`src/rtl/spi_master_arbiter_pkg.sv`:
```
// Shared types and constants for the SPI master arbiter: FSM encoding, default
// gap/timeout settings and a constant-width helper.
package spi_master_arbiter_pkg;

  typedef enum logic [2:0] {
    StIdle   = 3'd0,
    StLaunch = 3'd1,
    StBusy   = 3'd2,
    StResp   = 3'd3,
    StGap    = 3'd4
  } arb_state_e;

  localparam int unsigned DefaultGapCycles     = 2;
  localparam int unsigned DefaultTimeoutCycles = 255;

  function automatic int unsigned clog2(input int unsigned value);
    int unsigned result;
    result = 0;
    while ((64'd1 << result) < 64'(value)) result++;
    return result;
  endfunction

  // Counter/index width that never collapses to zero bits.
  function automatic int unsigned idx_width(input int unsigned value);
    return (clog2(value) > 0) ? clog2(value) : 1;
  endfunction

endpackage

```
`src/rtl/spi_rr_arbiter.sv`:
```
// Combinational round-robin pick: first asserted request at or after rr_ptr,
// wrapping, returned as a one-hot grant plus its binary index.
module spi_rr_arbiter #(
  parameter int unsigned NUM_REQ = 4,
  parameter int unsigned IDX_W   = 2
) (
  input  logic [NUM_REQ-1:0] req,
  input  logic [IDX_W-1:0]   rr_ptr,
  output logic [NUM_REQ-1:0] grant,
  output logic [IDX_W-1:0]   grant_idx,
  output logic               grant_valid
);

  logic [IDX_W-1:0] cand;

  always_comb begin
    grant       = '0;
    grant_idx   = '0;
    grant_valid = 1'b0;
    cand        = '0;
    for (int unsigned i = 0; i < NUM_REQ; i++) begin
      cand = IDX_W'((32'(rr_ptr) + i) % NUM_REQ);
      if (!grant_valid && req[cand]) begin
        grant_valid = 1'b1;
        grant_idx   = cand;
        grant[cand] = 1'b1;
      end
    end
  end

endmodule

```
`src/rtl/spi_master_arbiter.sv`:
```
// Shares one SPI master among NUM_REQ requesters with round-robin arbitration.
// Optional BUSY watchdog is enabled by defining SPI_ARB_TIMEOUT_EN.
module spi_master_arbiter
  import spi_master_arbiter_pkg::*;
#(
  parameter int unsigned NUM_REQ        = 4,
  parameter int unsigned DATA_W         = 8,
  parameter int unsigned GAP_CYCLES     = DefaultGapCycles,
  parameter int unsigned TIMEOUT_CYCLES = DefaultTimeoutCycles
) (
  input  logic                      clk,
  input  logic                      reset,
  input  logic [NUM_REQ-1:0]        req,
  input  logic [NUM_REQ*DATA_W-1:0] req_data,
  output logic [NUM_REQ-1:0]        ack,
  output logic [DATA_W-1:0]         rsp_data,
  output logic [NUM_REQ-1:0]        owner,
  output logic                      busy,
  output logic [NUM_REQ-1:0]        timeout_err,
  output logic                      spi_start,
  output logic [DATA_W-1:0]         spi_tx,
  input  logic [DATA_W-1:0]         spi_rx,
  input  logic                      spi_done
);

  localparam int unsigned IdxW = idx_width(NUM_REQ);
  localparam int unsigned GapW = idx_width(GAP_CYCLES + 1);
  localparam logic [GapW-1:0] GapLoad = GapW'((GAP_CYCLES > 0) ? GAP_CYCLES - 1 : 0);
  localparam logic [IdxW-1:0] LastIdx = IdxW'(NUM_REQ - 1);
  localparam arb_state_e AfterXfer = (GAP_CYCLES == 0) ? StIdle : StGap;

  arb_state_e state_q, state_d;
  logic [IdxW-1:0]    winner_q, winner_d;
  logic [IdxW-1:0]    rr_ptr_q, rr_ptr_d;
  logic [NUM_REQ-1:0] owner_q, owner_d;
  logic [DATA_W-1:0]  spi_tx_q, spi_tx_d;
  logic [DATA_W-1:0]  rsp_data_q, rsp_data_d;
  logic [GapW-1:0]    gap_cnt_q, gap_cnt_d;
  logic               done_q, done_prev_q;
  logic               done_edge;
  logic               tmo_hit;
  logic               tmo_fire;

  logic [NUM_REQ-1:0] grant;
  logic [IdxW-1:0]    grant_idx;
  logic               grant_valid;

  spi_rr_arbiter #(
    .NUM_REQ (NUM_REQ),
    .IDX_W   (IdxW)
  ) u_rr_arbiter (
    .req         (req),
    .rr_ptr      (rr_ptr_q),
    .grant       (grant),
    .grant_idx   (grant_idx),
    .grant_valid (grant_valid)
  );

  // spi_done is registered twice so a level left high from an earlier
  // transfer never looks like a fresh completion.
  assign done_edge = done_q & ~done_prev_q;

`ifdef SPI_ARB_TIMEOUT_EN
  localparam int unsigned TmoW = idx_width(TIMEOUT_CYCLES + 1);
  localparam logic [TmoW-1:0] TmoLast =
      TmoW'((TIMEOUT_CYCLES > 0) ? TIMEOUT_CYCLES - 1 : 0);

  logic [TmoW-1:0] tmo_cnt_q;

  always_ff @(posedge clk or posedge reset) begin
    if (reset) begin
      tmo_cnt_q <= '0;
    end else if (state_q == StBusy) begin
      tmo_cnt_q <= tmo_cnt_q + TmoW'(1);
    end else begin
      tmo_cnt_q <= '0;
    end
  end

  assign tmo_hit = (state_q == StBusy) && (tmo_cnt_q == TmoLast);
`else
  // Watchdog compiled out; BUSY waits for the done edge indefinitely.
  logic unused_timeout_cfg;
  assign unused_timeout_cfg = ^TIMEOUT_CYCLES;
  assign tmo_hit = 1'b0;
`endif

  always_comb begin
    state_d    = state_q;
    winner_d   = winner_q;
    rr_ptr_d   = rr_ptr_q;
    owner_d    = owner_q;
    spi_tx_d   = spi_tx_q;
    rsp_data_d = rsp_data_q;
    gap_cnt_d  = gap_cnt_q;
    tmo_fire   = 1'b0;

    unique case (state_q)
      StIdle: begin
        if (grant_valid) begin
          winner_d = grant_idx;
          owner_d  = grant;
          spi_tx_d = req_data[32'(grant_idx)*DATA_W +: DATA_W];
          state_d  = StLaunch;
        end
      end
      StLaunch: begin
        rr_ptr_d = (winner_q == LastIdx) ? '0 : winner_q + IdxW'(1);
        state_d  = StBusy;
      end
      StBusy: begin
        if (done_edge) begin
          rsp_data_d = spi_rx;
          state_d    = StResp;
        end else if (tmo_hit) begin
          tmo_fire  = 1'b1;
          owner_d   = '0;
          gap_cnt_d = GapLoad;
          state_d   = AfterXfer;
        end
      end
      StResp: begin
        owner_d   = '0;
        gap_cnt_d = GapLoad;
        state_d   = AfterXfer;
      end
      StGap: begin
        if (gap_cnt_q == '0) begin
          state_d = StIdle;
        end else begin
          gap_cnt_d = gap_cnt_q - GapW'(1);
        end
      end
      default: state_d = StIdle;
    endcase
  end

  always_ff @(posedge clk or posedge reset) begin
    if (reset) begin
      state_q     <= StIdle;
      winner_q    <= '0;
      rr_ptr_q    <= '0;
      owner_q     <= '0;
      spi_tx_q    <= '0;
      rsp_data_q  <= '0;
      gap_cnt_q   <= '0;
      done_q      <= 1'b0;
      done_prev_q <= 1'b0;
    end else begin
      state_q     <= state_d;
      winner_q    <= winner_d;
      rr_ptr_q    <= rr_ptr_d;
      owner_q     <= owner_d;
      spi_tx_q    <= spi_tx_d;
      rsp_data_q  <= rsp_data_d;
      gap_cnt_q   <= gap_cnt_d;
      done_q      <= spi_done;
      done_prev_q <= done_q;
    end
  end

  // owner_q is the one-hot of the winner for the whole LAUNCH..RESP window.
  assign ack         = (state_q == StResp) ? owner_q : '0;
  assign timeout_err = tmo_fire ? owner_q : '0;
  assign owner       = owner_q;
  assign busy        = (state_q != StIdle);
  assign spi_start   = (state_q == StLaunch);
  assign spi_tx      = spi_tx_q;
  assign rsp_data    = rsp_data_q;

endmodule

```
`config.mk`:
```
export PLATFORM = sky130hd
export DESIGN_NAME = spi_master_arbiter
export DESIGN_NICKNAME = d
export VERILOG_FILES = /design/src/rtl/spi_master_arbiter_pkg.sv /design/src/rtl/spi_rr_arbiter.sv /design/src/rtl/spi_master_arbiter.sv
export SDC_FILE = /design/constraint.sdc
export NUM_CORES = 1
export LEC_CHECK = 0
export BUFFER_PORTS_ARGS = -buffer_cell sky130_fd_sc_hd__buf_2
export CORE_ASPECT_RATIO = 1.75
export CORE_UTILIZATION = 34
export DETAILED_ROUTE_END_ITERATION = 16
export PLACE_DENSITY = 0.68
export SLEW_MARGIN = 20
export SYNTH_ARGS = -nofsm -noshare
export SYNTH_HDL_FRONTEND = slang
export SYNTH_HIERARCHICAL = 1
export SYNTH_SLANG_ARGS = --single-unit
```
`constraint.sdc`:
```
create_clock -name clk -period 9.2 [get_ports clk]
set_input_delay 0.92 -clock clk [delete_from_list [all_inputs] [get_ports clk]]
set_output_delay 0.92 -clock clk [all_outputs]
set_load 0.02 [all_outputs]
```
==> out/results.ini <==
[placed_design]
place_area_um2 = 2330
gp_congestion = 0.805
dp_hpwl_um = 3040
dp_cells = 300
numPortBuffers = 72
pre_cts_ws_ns = 5.37

[sta]
min_period_ns = 3.42
clock_skew_ns = 0.00538
min_period_over_period_pct = 37.2
max_freq_mhz = 292
finalSetupTns_ns = 0
hold_viol_final = 0
tightest_slew_ns = 1.03
slew_headroom_pct = 30.9
rsz0062_at_grt = no
setup_viol = 0
slew_viol_final = 0
setup_slack_ns = 5.78

[cts]
cts_root_buf = clkbuf_8
htree_levels = 2
clk_pin_slew_ns = 0.07
ctsHoldBuffers = 0
cts.sinks = 31
numCtsBuffers = 5
clockBufferDepth = 2
cts_resized = 0
post_cts_buffers = 0
insertion_delay_ns = 0.28
cts_tree = yes

[flow_run]
drv_cap = 0

[floorplanning]
core_um2 = 5540
rows = 36
start_util_pct = 35.3
die_w_um = 59.4
die_y_um = 102
die_area_um2 = 6080
num_io_pins = 77

[logic_synthesis]
yosysSeqAreaShare_pct = 39.6
syn_inst = 162
synth_area_um2 = 1960
synthTopCellsByArea = dfrtp_1, mux4_2, mux2_2, ha_1, a22oi_1
synth_warnings = 6
yosysTopAreaCell = dfrtp_1
ys_ff_latch = 31
syn_area_per_cell_um2 = 12.1
synth_async_sr_flop_share_pct = 100
synth_flop_cell = dfrtp_1
synth_edf_count = 0
synth_top_area_share_pct = 39.6
yosysUniqueCellTypes = 40

[final_layout]
final_core_util_pct = 44.4
area_growth_pct = 25.7
fin_cells = 308
final_common_cell = buf_2
layout-drive-gt1-share_pct = 49.6
final_cell_mix = buf_2, dfrtp_1, mux2_2
layout.nets = 285
n_antenna_cell = 0
finish.instance_area_um2 = 2460

[drt]
wire_per_inst_um = 12.9
drt_iter0_drc = 21
vias_per_cell = 4.97
drc_errors = 0
dr.pass1.iters = 4
antenna_left = 0
wirelength_um = 3980
num_vias = 1531

[global_routing]
antenna_found_initial = 0
grt_pass1_wl_um = 6490
grt_pass1_vias = 1512
grt_max_degree = 32
grtUsageTotal_pct = 14.4
globalRouteOverflowTotal = 0

[pwr]
ir_drop_mv = 0.181
powerDensity_nw_per_um2 = 385
p_leak_nw = 1.16

[hold_path]
hold_path_class = reg -> reg

[setup_path]
critPathMaxFanout = 14
end_kind = register
worstSetupPathType = reg -> reg
worstPathRequired_ns = 9.36
cp.arrival_ns = 3.58
startpoint_type = register

[run_status]
outcome = completed

flip-flops by register name, summed over array words and instances, names as in the netlist:
name         count
state_q          3
winner_q         2
done_prev_q      1
rsp_data         8
rr_ptr_q         2
gap_cnt_q        2
done_q           1
owner            4
spi_tx           8
where the power goes:
part           switching (mW)  internal, mW  leakage (nW)  total [mW]
combinational           0.278         0.273         0.725       0.550
sequential             0.0592         0.199         0.373       0.258
clock                  0.0507        0.0875        0.0612       0.138
total                   0.388         0.559          1.16       0.947
per-layer routing:
metal	share of wire, %	vias up	wire length [um]	track usage, %
met4	2.1	0	82	7.51
met1	36	747	1450	13.6
met3	3.8	6	150	2.66
met2	58	49	2300	27.9
li1	-	729	-	-
met5	0	-	0	0
cells by family (layout without fill, tap and decap cells):
kind of cell,Yosys count,count (layout),synth area share (%)
and+or+nand+nor,39,39,12.1
muxes,34,34,27.1
DFF,31,31,39.6
AOI/OAI and AO/OA,27,27,9.21
buffers and inverters,22,89,6.78
adders and majority gates,7,7,4.48
other,1,4,0.192
xor gates and xnor gates,1,1,0.448
layout make-up:
cell class                      instances  area (um2)
Clock buffer                            6        82.6
Multi-Input combinational cell        112        1070
Timing Repair Buffer                   73         368
Fill cell                             537        3080
Sequential cell                        31         776
Clock inverter                          2        35.0
Inverter                                8        30.0
Tap cell                               76        95.1
cell usage after synthesis (2+ instances only):
master and instances:
inv_1 8, a22oi_1 8, nand2_1 12, and2_1 4
dfrtp_1 31, nand3b_1 2, o21ai_0 10, mux2i_1 2
buf_2 3, mux4_1 2, nor4b_4 2, mux2_4 2
or3_1 2, buf_4 4, nor2_1 8, mux4_2 10
nand2b_1 3, buf_6 4, ha_1 7, mux2_2 18
critical path: stages (launching register included):
cell     delay [ns]
dfrtp_1        0.72
inv_1          0.14
ha_1           0.41
mux4_2         0.46
and2b_2        0.31
o21ai_0        0.16
o31ai_4        0.25
mux4_2         0.58
mux2_2         0.28
worst paths after layout:
kind	start	endpoint	slack, ns	cells after the start
max reg2reg	rr_ptr_q[0]	spi_tx[0]	5.78	8
min in group asynchronous	reset	rsp_data[4]	0.71	3
max in group asynchronous	reset	spi_tx[5]	8.20	3
min	done_q	done_prev_q	0.39	0
min reg2reg	done_q	done_prev_q	0.39	0
max	rr_ptr_q[0]	spi_tx[0]	5.78	8
per-stage QoR:
stage	power, mW	hold WS, ns
2_1_floorplan	0.709	0.354
3_3_place_gp	0.800	0.367
3_5_place_dp	0.811	0.371
4_1_cts	0.953	0.389
5_1_grt	1.02	0.408
6_report	0.947	0.387
Note: power is estimated with default switching activity, not from simulation.
